[src/rtl/prog_loader_pkg.sv]
// Shared types and defaults for the serial instruction-memory loader.
package prog_loader_pkg;

    typedef enum logic [2:0] {
        ST_IDLE    = 3'd0,
        ST_LEN_HI  = 3'd1,
        ST_LEN_LO  = 3'd2,
        ST_DATA_HI = 3'd3,
        ST_DATA_LO = 3'd4,
        ST_CHK     = 3'd5,
        ST_DONE    = 3'd6
    } state_e;

    localparam logic [15:0] DEF_BASE_ADDR = 16'h0000;
    localparam int          DEF_MAX_WORDS = 128;

    function automatic logic is_accepting(input state_e s);
        return (s == ST_LEN_HI) || (s == ST_LEN_LO) || (s == ST_DATA_HI) ||
               (s == ST_DATA_LO) || (s == ST_CHK);
    endfunction

endpackage

[src/rtl/prog_loader_if.sv]
// Byte-stream input and instruction-RAM write port of the program loader.
interface prog_loader_if;
    logic        byte_valid;
    logic [7:0]  byte_data;
    logic        byte_ready;
    logic        mem_we;
    logic [15:0] mem_addr;
    logic [15:0] mem_wdata;

    modport master (
        output byte_valid, byte_data,
        input  byte_ready, mem_we, mem_addr, mem_wdata
    );

    modport slave (
        input  byte_valid, byte_data,
        output byte_ready, mem_we, mem_addr, mem_wdata
    );
endinterface

[src/rtl/prog_loader.sv]
// Serial program loader: length header, big-endian words, XOR checksum; writes
// instruction RAM at BASE_ADDR + 2*i and holds the CPU for the whole load.
module prog_loader
    import prog_loader_pkg::*;
#(
    parameter logic [15:0] BASE_ADDR = DEF_BASE_ADDR,
    parameter int          MAX_WORDS = DEF_MAX_WORDS
) (
    input  logic          clk,
    input  logic          rst,
    input  logic          start,
    prog_loader_if.slave  bus,
    output logic          cpu_hold,
    output logic          done,
    output logic          err
);

    localparam logic [16:0] MAX_W = 17'(MAX_WORDS);

    state_e      state_q, state_d;
    logic [7:0]  len_hi_q, len_hi_d;
    logic [7:0]  hi_q, hi_d;
    logic [7:0]  chk_q, chk_d;
    logic [15:0] cnt_q, cnt_d;
    logic [15:0] addr_q, addr_d;
    logic        mem_we_q, mem_we_d;
    logic [15:0] mem_addr_q, mem_addr_d;
    logic [15:0] mem_wdata_q, mem_wdata_d;
    logic        err_q, err_d;

    logic        byte_ready;
    logic        xfer;
    logic [15:0] len_w;

    assign byte_ready = is_accepting(state_q);
    assign xfer       = bus.byte_valid && byte_ready;
    assign len_w      = {len_hi_q, bus.byte_data};

    always_comb begin
        state_d     = state_q;
        len_hi_d    = len_hi_q;
        hi_d        = hi_q;
        chk_d       = chk_q;
        cnt_d       = cnt_q;
        addr_d      = addr_q;
        mem_we_d    = 1'b0;
        mem_addr_d  = mem_addr_q;
        mem_wdata_d = mem_wdata_q;
        err_d       = err_q;

        // Checksum covers every accepted byte up to, but not including, CHK.
        if (xfer && state_q != ST_CHK) begin
            chk_d = chk_q ^ bus.byte_data;
        end

        case (state_q)
            ST_IDLE: begin
                if (start) begin
                    state_d = ST_LEN_HI;
                    err_d   = 1'b0;
                    chk_d   = 8'h00;
                    addr_d  = BASE_ADDR;
                end
            end
            ST_LEN_HI: begin
                if (xfer) begin
                    len_hi_d = bus.byte_data;
                    state_d  = ST_LEN_LO;
                end
            end
            ST_LEN_LO: begin
                if (xfer) begin
                    cnt_d = len_w;
                    if ({1'b0, len_w} > MAX_W) begin
                        err_d   = 1'b1;
                        state_d = ST_DONE;
                    end else if (len_w == 16'h0000) begin
                        state_d = ST_CHK;
                    end else begin
                        state_d = ST_DATA_HI;
                    end
                end
            end
            ST_DATA_HI: begin
                if (xfer) begin
                    hi_d    = bus.byte_data;
                    state_d = ST_DATA_LO;
                end
            end
            ST_DATA_LO: begin
                if (xfer) begin
                    mem_we_d    = 1'b1;
                    mem_addr_d  = addr_q;
                    mem_wdata_d = {hi_q, bus.byte_data};
                    addr_d      = addr_q + 16'd2;
                    cnt_d       = cnt_q - 16'd1;
                    state_d     = (cnt_q == 16'd1) ? ST_CHK : ST_DATA_HI;
                end
            end
            ST_CHK: begin
                if (xfer) begin
                    err_d   = (bus.byte_data != chk_q);
                    state_d = ST_DONE;
                end
            end
            ST_DONE: begin
                state_d = ST_IDLE;
            end
            default: begin
                state_d = ST_IDLE;
            end
        endcase
    end

    always_ff @(posedge clk) begin
        if (rst) begin
            state_q     <= ST_IDLE;
            len_hi_q    <= 8'h00;
            hi_q        <= 8'h00;
            chk_q       <= 8'h00;
            cnt_q       <= 16'h0000;
            addr_q      <= BASE_ADDR;
            mem_we_q    <= 1'b0;
            mem_addr_q  <= 16'h0000;
            mem_wdata_q <= 16'h0000;
            err_q       <= 1'b0;
        end else begin
            state_q     <= state_d;
            len_hi_q    <= len_hi_d;
            hi_q        <= hi_d;
            chk_q       <= chk_d;
            cnt_q       <= cnt_d;
            addr_q      <= addr_d;
            mem_we_q    <= mem_we_d;
            mem_addr_q  <= mem_addr_d;
            mem_wdata_q <= mem_wdata_d;
            err_q       <= err_d;
        end
    end

    assign bus.byte_ready = byte_ready;
    assign bus.mem_we     = mem_we_q;
    assign bus.mem_addr   = mem_addr_q;
    assign bus.mem_wdata  = mem_wdata_q;
    assign cpu_hold       = (state_q != ST_IDLE);
    assign done           = (state_q == ST_DONE);
    assign err            = err_q;

endmodule

[src/flat_wrapper.sv]
// flat-port wrapper written by rule: the top's interface ports become plain ports
module prog_loader_flat import prog_loader_pkg::*;
#(
    parameter logic [15:0] BASE_ADDR = DEF_BASE_ADDR,
    parameter int          MAX_WORDS = DEF_MAX_WORDS
)
  (clk, rst, start, cpu_hold, done, err, bus_byte_valid, bus_byte_data, bus_byte_ready, bus_mem_we, bus_mem_addr, bus_mem_wdata);
  prog_loader_if bus_i ();
  input  logic clk;
  input  logic rst;
  input  logic start;
  output logic cpu_hold;
  output logic done;
  output logic err;
  input wire logic [$bits(bus_i.byte_valid)-1:0] bus_byte_valid;
  input wire logic [$bits(bus_i.byte_data)-1:0] bus_byte_data;
  output wire logic [$bits(bus_i.byte_ready)-1:0] bus_byte_ready;
  output wire logic [$bits(bus_i.mem_we)-1:0] bus_mem_we;
  output wire logic [$bits(bus_i.mem_addr)-1:0] bus_mem_addr;
  output wire logic [$bits(bus_i.mem_wdata)-1:0] bus_mem_wdata;
  assign bus_i.byte_valid = bus_byte_valid;
  assign bus_i.byte_data = bus_byte_data;
  assign bus_byte_ready = bus_i.byte_ready;
  assign bus_mem_we = bus_i.mem_we;
  assign bus_mem_addr = bus_i.mem_addr;
  assign bus_mem_wdata = bus_i.mem_wdata;
  prog_loader #(.BASE_ADDR(BASE_ADDR), .MAX_WORDS(MAX_WORDS)) u_core (.clk(clk), .rst(rst), .start(start), .bus(bus_i), .cpu_hold(cpu_hold), .done(done), .err(err));
endmodule
[config.mk]
export PLATFORM = sky130hd
export DESIGN_NAME = prog_loader_flat
export DESIGN_NICKNAME = d
export VERILOG_FILES = /design/src/rtl/prog_loader_pkg.sv /design/src/rtl/prog_loader_if.sv /design/src/rtl/prog_loader.sv /design/src/flat_wrapper.sv
export SDC_FILE = /design/constraint.sdc
export NUM_CORES = 1
export LEC_CHECK = 0
export BUFFER_PORTS_ARGS = -buffer_cell sky130_fd_sc_hd__buf_4
export CORE_UTILIZATION = 47
export CTS_CLUSTER_DIAMETER = 120
export DETAILED_ROUTE_END_ITERATION = 6
export PLACE_DENSITY_LB_ADDON = 0.05
export SKIP_CTS_REPAIR_TIMING = 1
export SLEW_MARGIN = 5
export SYNTH_ARGS = -nofsm -noshare
export SYNTH_HDL_FRONTEND = slang
export SYNTH_SLANG_ARGS = --single-unit
[constraint.sdc]
create_clock -name clk -period 2.6 [get_ports clk]
set_input_delay 0 -clock clk [delete_from_list [all_inputs] [get_ports clk]]
set_output_delay 0 -clock clk [all_outputs]
set_load 0.05 [all_outputs]
==> reports/qor.yml, run 1 <==
gr-total-overflow: 0
dominantRegCellSynth: "dfxtp_1"
slew_viol_final: 0
switching_share: 0.371
synth_top_family_by_area: "simple AND/OR/NAND/NOR gates"
drv_cap: 0
synthToLayoutAreaGrowth_pct: 15.5
min_period_ns: 1.97
totalPowerFinal_mw: 3.74
rsz0062_at_grt: "no"
syn_area_per_cell_um2: 7.92
required_ns: 2.82
yosys.area.top_type: "dfxtp_1"
vias: 4051
layout_common_cells: "nand2_1, dfxtp_1, a21oi_1"
cts_buffers: 9
synth_compound_area_frac: 0.194
drc_errors: 0
place_congestion: 0.865
synth-edff-count: 0
dp_hpwl_um: 7640
cts_num_sinks: 91
crit_arrival_ns: 2.19
final_common_cell: "nand2_1"
max-slew-margin-rel: 0.466
post-place-ws_ns: 0.654
dieHeight_um: 98.7
antenna_left: 0
asyncSetResetFlopFracSynth: 0
cp_max_fo: 20
power_density_nw_per_um2: 738
status: "finished, final reports clean"
yosysSeqAreaShare: 0.414
synth_top_cells_by_area: "dfxtp_1, nand2_1, a21oi_1"
fp.dieW_um: 98.7
grt_pass1_vias: 3681
p_comb_frac: 0.309
clk_path_buf_depth: 2
power.internal_mw: 2.36
synth_fa_ha_area_frac: 0.00854
reg2reg_to: "u_core.cnt_q[9]$_SDFFE_PP0P_"
htree_levels: 3
synth_area_um2: 4400
pwr-share-seq: 0.424
p_sw_mw: 1.39
synth_simple_gate_area_frac: 0.264
fp-row-count: 34
peakVddDrop_uv: 385
critical-path-max-stage-delay_ns: 0.62
yosysUniqueCellTypes: 65
hold_viol: 0
skew_ns: 0.0161
r2r_cells: 5
ios: 49
postRouteWirelength_um: 11400
reg2reg_from: "u_core.state_q[2]$_SDFFE_PP0P_"
clkPwrFrac: 0.266
grt_pass1_wl_um: 18400
die_area_um2: 9740
p_leak_nw: 1.76
cts_root_buf: "clkbuf_8"
hold_class: "primary input to register"
cts.clk_slew.worst_paths_ns: 0.09
core_area_um2: 8890
synthMuxAreaShare: 0.0231
setup_slack_ns: 0.627
io_buffers: 47
cp-end-kind: "register"
layout.nets: 603
tightest_slew_ns: 0.800
startpoint_type: "register"
fillers: 844
ys_ff_latch: 91
synth_warnings: 0
cts_tree: "built"
cpMaxStageDelayCell: "or3b_2"
setup_viol: 0
whs_path_depth: 3
antenna_cells: 0
dr.pass1.iters: 5
drtIter0Drc: 262
start_util: 0.494
min_from: "bus_byte_valid"
layout-drive-gt1-share: 0.142
min_period_over_period: 0.759
insertion_delay_ns: 0.37
grt_max_degree: 77
tns_ns: 0
rrSetupSlack_ns: 0.63
yosysTopAreaCellShare: 0.414
synth_nets: 570
routedWlPerCell_um: 16.2
synthXorXnorAreaFrac: 0.0438
timing.fmax_mhz: 507
crit_chain: "buf_4 > or3b_2 > a41oi_1 > o21ba_2 > a211oi_1"
antenna_found_initial: 0
viasPerCell: 5.78
whs_endpoint: "u_core.state_q[2]$_SDFFE_PP0P_"
grt.total_usage: 0.238
path_class: "register to register"
netlist_instances: 555
## state kept, by name, summed over array words and instances, names as in the netlist
| signal | flops |
|---|---|
| u_core.addr_q | 15 |
| u_core.bus.mem_addr | 15 |
| u_core.bus.mem_wdata | 16 |
| u_core.bus.mem_we | 1 |
| u_core.chk_q | 8 |
| u_core.cnt_q | 16 |
| u_core.err | 1 |
| u_core.hi_q | 8 |
| u_core.len_hi_q | 8 |
| u_core.state_q | 3 |
## critical path: cells and delay by family, from the launching register on
kind,cells,cell delay (ns)
AND/OR/NAND/NOR,1,0.62
flip-flops,1,0.48
AO/OA/AOI/OAI,3,0.45
buffers and inverters,1,0.28
## cells in the mapped netlist (5+ instances only)
library cell,n
nor4_1,12
o31ai_1,10
nor4b_1,5
xor2_1,9
nand2_1,100
or3_1,8
a211oi_1,6
nor2_1,51
xnor2_1,13
o211ai_1,9
mux2i_1,9
o21ai_0,12
inv_1,10
clkbuf_1,30
buf_2,7
a21oi_1,61
nor3_1,10
nand3_1,9
dfxtp_1,91
or4_1,7
nand4_1,8
## worst max-delay path by stage
stage | start | endpoint | slack [ns]
final | u_core.state_q[2]$_SDFFE_PP0P_ | u_core.cnt_q[9]$_SDFFE_PP0P_ | 0.63
after floorplan | u_core.state_q[0]$_SDFFE_PP0P_ | u_core.addr_q[15]$_SDFFE_PP0P_ | 0.79
after CTS | u_core.state_q[2]$_SDFFE_PP0P_ | u_core.cnt_q[2]$_SDFFE_PP0P_ | 0.65
after global placement | u_core.state_q[2]$_SDFFE_PP0P_ | u_core.cnt_q[2]$_SDFFE_PP0P_ | 0.67
after detailed placement | u_core.state_q[2]$_SDFFE_PP0P_ | u_core.cnt_q[2]$_SDFFE_PP0P_ | 0.65
after global routing | u_core.cnt_q[0]$_SDFFE_PP0P_ | u_core.cnt_q[12]$_SDFFE_PP0P_ | 0.51
## logic make-up (layout without fill, tap and decap cells)
logic type	after synthesis	after routing
AND/OR/NAND/NOR	240	240
multiplexers	10	10
XOR/XNOR	22	22
AO/OA/AOI/OAI	134	134
buffers and inverters	54	92
adder cells (fa/ha/maj)	3	3
other	1	1
flip-flops	91	91
## per-layer routing
| layer | global-route usage | wire length, um |
|---|---|---|
| met4 | 0.0804 | 131 |
| met1 | 0.344 | 5690 |
| met3 | 0.0291 | 471 |
| met5 | 0 | 0 |
| met2 | 0.369 | 5090 |
## final cells by class
| type | count | area, um^2 | area share |
|---|---|---|---|
| clock buffers | 10 | 128 | 0.0251 |
| clock inverters | 6 | 72.6 | 0.0143 |
| inverters | 10 | 37.5 | 0.00740 |
| multi-input cells | 410 | 2360 | 0.466 |
| flip-flops and latches | 91 | 1820 | 0.359 |
| well taps | 108 | 135 | 0.0266 |
| repair buffers | 66 | 515 | 0.102 |
## power groups by stage
stage | logic, mW | clock network [mW] | registers [mW]
global placement | 1.12 | 0 | 1.61
finish | 1.16 | 0.997 | 1.59
global route | 1.25 | 1.08 | 1.60
detailed placement | 1.14 | 0 | 1.61
CTS | 1.14 | 1.02 | 1.58
floorplan | 0.871 | 0 | 1.60
## stage by stage
| stage | hold WS (ns) | utilization | cells | area, um^2 |
|---|---|---|---|---|
| CTS | -0.0858 | 0.562 | 693 | 4990 |
| floorplan | 0.136 | - | 555 | 4400 |
| global route | 0.0520 | 0.571 | 701 | 5070 |
| global placement | 0.303 | 0.539 | 677 | 4790 |
| finish | 0.0632 | 0.571 | 701 | 5070 |
| detailed placement | 0.308 | 0.539 | 677 | 4790 |
Power figures use the tool's default switching activity.
==> run 2, diff against run 1 <==
==> constraint.sdc (replaced) <==
create_clock -name clk -period 1.8 [get_ports clk]
set_input_delay 0 -clock clk [delete_from_list [all_inputs] [get_ports clk]]
set_output_delay 0 -clock clk [all_outputs]
set_load 0.05 [all_outputs]
==> run 2 against run 1 <==
- combinational power is 68% higher
- routed wire length increased by 4.1%
- non-clock buffer count increased by 28
- final cell count up 4.0%
- die area is the same
- setup slack got worse by 0.58 ns
==> reports/qor.yml, run 2 (synthesis gave the netlist of run 1 again) <==
clk_path_buf_depth: 2  # unchanged
cts_buffers: 9  # unchanged
grtUsageMet2: 0.395  # +0.0255
startpoint_type: "register"
final_common_cell: "nand2_1"
drtIter0Drc: 293  # +12%
cts_num_sinks: 91  # unchanged
synthToLayoutAreaGrowth_pct: 22.8
dr.pass1.iters: 5  # unchanged
rsz0062_at_grt: "yes"
path_class: "register to register"
cp-startpoint: "u_core.state_q[2]$_SDFFE_PP0P_"
hold_viol: 0  # unchanged
vias: 4146  # +2.3%
grt_pass1_vias: 3811  # +3.5%
cp-end-kind: "register"
cts_tree: "built"
core_area_um2: 8890  # unchanged
post-place-ws_ns: -0.0263  # -0.680 ns
skew_ns: 0.00822  # -0.00790 ns
routedWlPerCell_um: 16.3  # about the same
required_ns: 2.09  # -0.73 ns
whs_path_depth: 3  # unchanged
layout_common_cells: "nand2_1, buf_4, dfxtp_1"
antenna_found_initial: 0  # unchanged
viasPerCell: 5.69  # -1.6%
insertion_delay_ns: 0.36  # about the same
gr-total-overflow: 0  # unchanged
postRouteWirelength_um: 11800  # +4.1%
cts_root_buf: "clkbuf_8"
layout-drive-gt1-share: 0.216  # +0.0741
p_leak_nw: 1.93  # +9.8%
peakVddDrop_uv: 506  # +32%
place_congestion: 0.917  # +6.0%
htree_levels: 3  # unchanged
fp.dieW_um: 98.7  # unchanged
antenna_left: 0  # unchanged
cpMaxStageDelayCell: "or4_1"
die_area_um2: 9740  # unchanged
fin_cells: 729  # +4.0%
tns_ns: 0  # unchanged
fp-row-count: 34  # unchanged
min_from: "bus_byte_valid"
dieHeight_um: 98.7  # unchanged
placed_cells: 707  # +4.4%
ios: 49  # unchanged
grt_pass1_wl_um: 19000  # +3.5%
drv_cap: 0  # unchanged
setup_viol: 0  # unchanged
antenna_cells: 0  # unchanged
min_period_over_period: 0.972  # +0.213
crit_arrival_ns: 2.04  # -0.15 ns
dp_hpwl_um: 8270  # +8.3%
cp_max_fo: 8  # -60%
reg2reg_from: "u_core.state_q[2]$_SDFFE_PP0P_"
setup_slack_ns: 0.0500  # -0.577 ns
slew_viol_final: 0  # unchanged
status: "finished, final reports clean"
timing.fmax_mhz: 571  # +13%
critical-path-max-stage-delay_ns: 0.50  # -0.12 ns
grt.total_usage: 0.248  # +0.00944
crit_chain: "mux2i_1 > or3_4 > or4_1 > a21oi_2"
layout.nets: 631  # +4.6%
r2r_cells: 4  # -1
hold_class: "primary input to register"
cts.clk_slew.worst_paths_ns: 0.09  # about the same
globalRouteMet1Util: 0.345  # +0.00133
grt_busiest_layer: "met2"
start_util: 0.494  # unchanged
placed_area_um2: 5060  # +5.6%
power_density_nw_per_um2: 1050  # +43%
grt_max_degree: 45  # -42%
met3_usage: 0.0525  # +0.0234
io_buffers: 47  # unchanged
design_area_um2: 5400  # +6.4%
min_period_ns: 1.75  # -0.223 ns
drc_errors: 0  # unchanged
-- run 2: worst max-delay path: cells and delay by family, from the launching register on --
| family | cells | cell delay [ns] |
|---|---|---|
| compound gates | 1 | 0.14 |
| flops | 1 | 0.45 |
| mux | 1 | 0.18 |
| simple gates | 2 | 0.92 |
-- run 2: report_power, final --
group	total, mW	leakage [nW]	internal, mW	switching, mW
logic	1.95	1.09	0.819	1.13
registers	2.29	0.738	2.14	0.150
clock network	1.44	0.0992	0.661	0.777
-- run 2: layout make-up --
type                    count  area, um^2
clock buffers              10         128
clock inverters             6        71.3
fillers                   830        3490
inverters                  10        37.5
multi-input cells         410        2430
flip-flops and latches     91        1830
well taps                 108         135
repair buffers             94         763
-- run 2: final timing paths --
check                           slack, ns                                    to
worst max-delay path                 0.05        u_core.addr_q[15]$_SDFFE_PP0P_
worst min-delay path                 0.03               u_core.err$_SDFFE_PP0P_
worst max register to register       0.05        u_core.addr_q[15]$_SDFFE_PP0P_
worst min register to register       0.46  u_core.bus.mem_addr[12]$_SDFFE_PP0P_
-- run 2: metal layers --
metal	part of all wire	routed length (um)	vias up
met5	0	0	-
met4	0.0053	63	0
met3	0.041	484	5
met2	0.46	5490	92
met1	0.49	5810	1976
li1	-	-	2073
-- run 2: through the flow --
step	power (mW)	hold WS [ns]	utilization
5_1_grt	5.99	0.0631	0.607
6_report	5.69	0.0258	0.607
2_1_floorplan	3.57	0.136	-
4_1_cts	5.63	-0.0691	0.592
3_3_place_gp	4.18	0.308	0.569
3_5_place_dp	4.20	0.312	0.569
==> run 3, diff against run 2 <==
==> constraint.sdc (replaced) <==
create_clock -name clk -period 1.8 [get_ports clk]
set_input_delay 0.18 -clock clk [delete_from_list [all_inputs] [get_ports clk]]
set_output_delay 0.18 -clock clk [all_outputs]
set_load 0.05 [all_outputs]
==> run 3 against run 2 <==
- the flow now finishes with violations (setup timing)
- first-iteration DRC count decreased by 19%
- sequential cell count stayed put
- cell area hardly changed
- non-clock buffer count rose by 2
- global-route usage rose by 1.1 points
- core utilization is 0.056 points higher
- worst hold slack better by 0.11 ns
- via count grew 2.7%
- routed wire length rose by 1.7%
- critical endpoint is now bus_byte_ready
- largest power group unchanged
==> reports/qor.yml, run 3 (synthesis gave the netlist of run 1 again) <==
startpoint_type: "register"
hold_class: "primary input to register"
skew_ns: 0.0114  # +0.00317 ns
p_leak_nw: 1.95  # +1.2%
grt_pass1_vias: 3863  # +1.4%
rsz0062_at_grt: "yes"
path_class: "register to primary output"
peakVddDrop_uv: 673  # +33%
drv_cap: 0  # unchanged
cp_max_fo: 12  # +4
design_area_um2: 5400  # about the same
antenna_cells: 0  # unchanged
antenna_left: 0  # unchanged
io_buffers: 47  # unchanged
hold_viol: 0  # unchanged
viasPerCell: 5.82  # +2.4%
dr.pass1.iters: 5  # unchanged
cts_root_buf: "clkbuf_8"
fp-row-count: 34  # unchanged
utilization: 0.608  # about the same
place_congestion: 0.910  # -0.77%
violations: "setup timing"
grt_max_degree: 29  # -36%
crit_arrival_ns: 1.62  # -0.42 ns
fin_cells: 731  # +0.27%
antenna_found_initial: 0  # unchanged
insertion_delay_ns: 0.36  # about the same
start_util: 0.494  # unchanged
cts_tree: "built"
drtIter0Drc: 238  # -19%
layout_common_cells: "nand2_1, buf_4, dfxtp_1"
power_density_nw_per_um2: 1060  # +1.1%
dieHeight_um: 98.7  # unchanged
min_period_ns: 1.80  # +0.0525 ns
drc_errors: 0  # unchanged
grt.total_usage: 0.258  # +0.0107
layout-drive-gt1-share: 0.223  # +0.00733
vias: 4256  # +2.7%
fp.dieW_um: 98.7  # unchanged
placed_cells: 714  # +0.99%
slew_viol_final: 0  # unchanged
cp-end-kind: "primary output"
status: "finished with violations"
post-place-ws_ns: 0.00253  # +0.0289 ns
ios: 49  # unchanged
required_ns: 1.62  # -0.47 ns
cts_buffers: 9  # unchanged
final_common_cell: "nand2_1"
postRouteWirelength_um: 12100  # +1.7%
cts_num_sinks: 91  # unchanged
dp_hpwl_um: 8580  # +3.7%
htree_levels: 3  # unchanged
grt_pass1_wl_um: 20000  # +4.8%
synthToLayoutAreaGrowth_pct: 22.9  # about the same
routedWlPerCell_um: 16.5  # +1.4%
timing.fmax_mhz: 555  # -2.9%
min_period_over_period: 1.00  # +0.0292
die_area_um2: 9740  # unchanged
clk_path_buf_depth: 2  # unchanged
setup_viol: 1  # +1
gr-total-overflow: 0  # unchanged
layout.nets: 633  # +0.32%
core_area_um2: 8890  # unchanged
placed_area_um2: 5110  # +1.0%
setup_slack_ns: -0.00246  # -0.0525 ns
cts.clk_slew.worst_paths_ns: 0.10  # about the same
-- run 3: area by class of cell --
cell class / instances / area, um^2
clock buffers: 10 / 138
clock inverters: 6 / 72.6
fillers: 836 / 3490
inverters: 10 / 37.5
multi-input cells: 410 / 2430
flip-flops and latches: 91 / 1830
well taps: 108 / 135
repair buffers: 96 / 766
-- run 3: where the power goes --
group	internal (mW)	switching [mW]
combinational	0.815	1.15
clock	0.698	0.789
sequential	2.15	0.155
total	3.66	2.09
-- run 3: worst paths after layout --
kind,start,to,slack (ns),cells past startpoint
min reg2reg,u_core.hi_q[5]$_SDFFE_PP0P_,u_core.bus.mem_wdata[13]$_SDFFE_PP0P_,0.46,2
min,bus_byte_data[7],u_core.bus.mem_wdata[7]$_SDFFE_PP0P_,0.13,3
max,u_core.state_q[0]$_SDFFE_PP0P_,bus_byte_ready,-0.002,4
max reg2reg,u_core.state_q[0]$_SDFFE_PP0P_,u_core.state_q[2]$_SDFFE_PP0P_,0.07,4
-- run 3: per-layer routing --
metal | global-route usage | part of all wire | up-vias
li1 | - | - | 2086
met1 | 0.377 | 0.49 | 2040
met2 | 0.398 | 0.45 | 125
met3 | 0.0511 | 0.059 | 5
met4 | 0.0494 | 0.0038 | 0
met5 | 0 | 0 | -
-- run 3: stage by stage --
stage                      TNS, ns  hold WS (ns)  power, mW
final                     -0.00246         0.134       5.76
after global routing       -0.0872         0.133       6.08
after CTS                   -0.143         0.115       5.67
after detailed placement         0         0.449       4.19
after global placement           0         0.440       4.17
after floorplan                  0         0.316       3.57
-- run 3: worst max-delay path: stages, from the launching register on --
cell and delay [ns]:
dfxtp_2 0.36, buf_4 0.18, or3_4 0.42, and2_1 0.16, buf_6 0.15
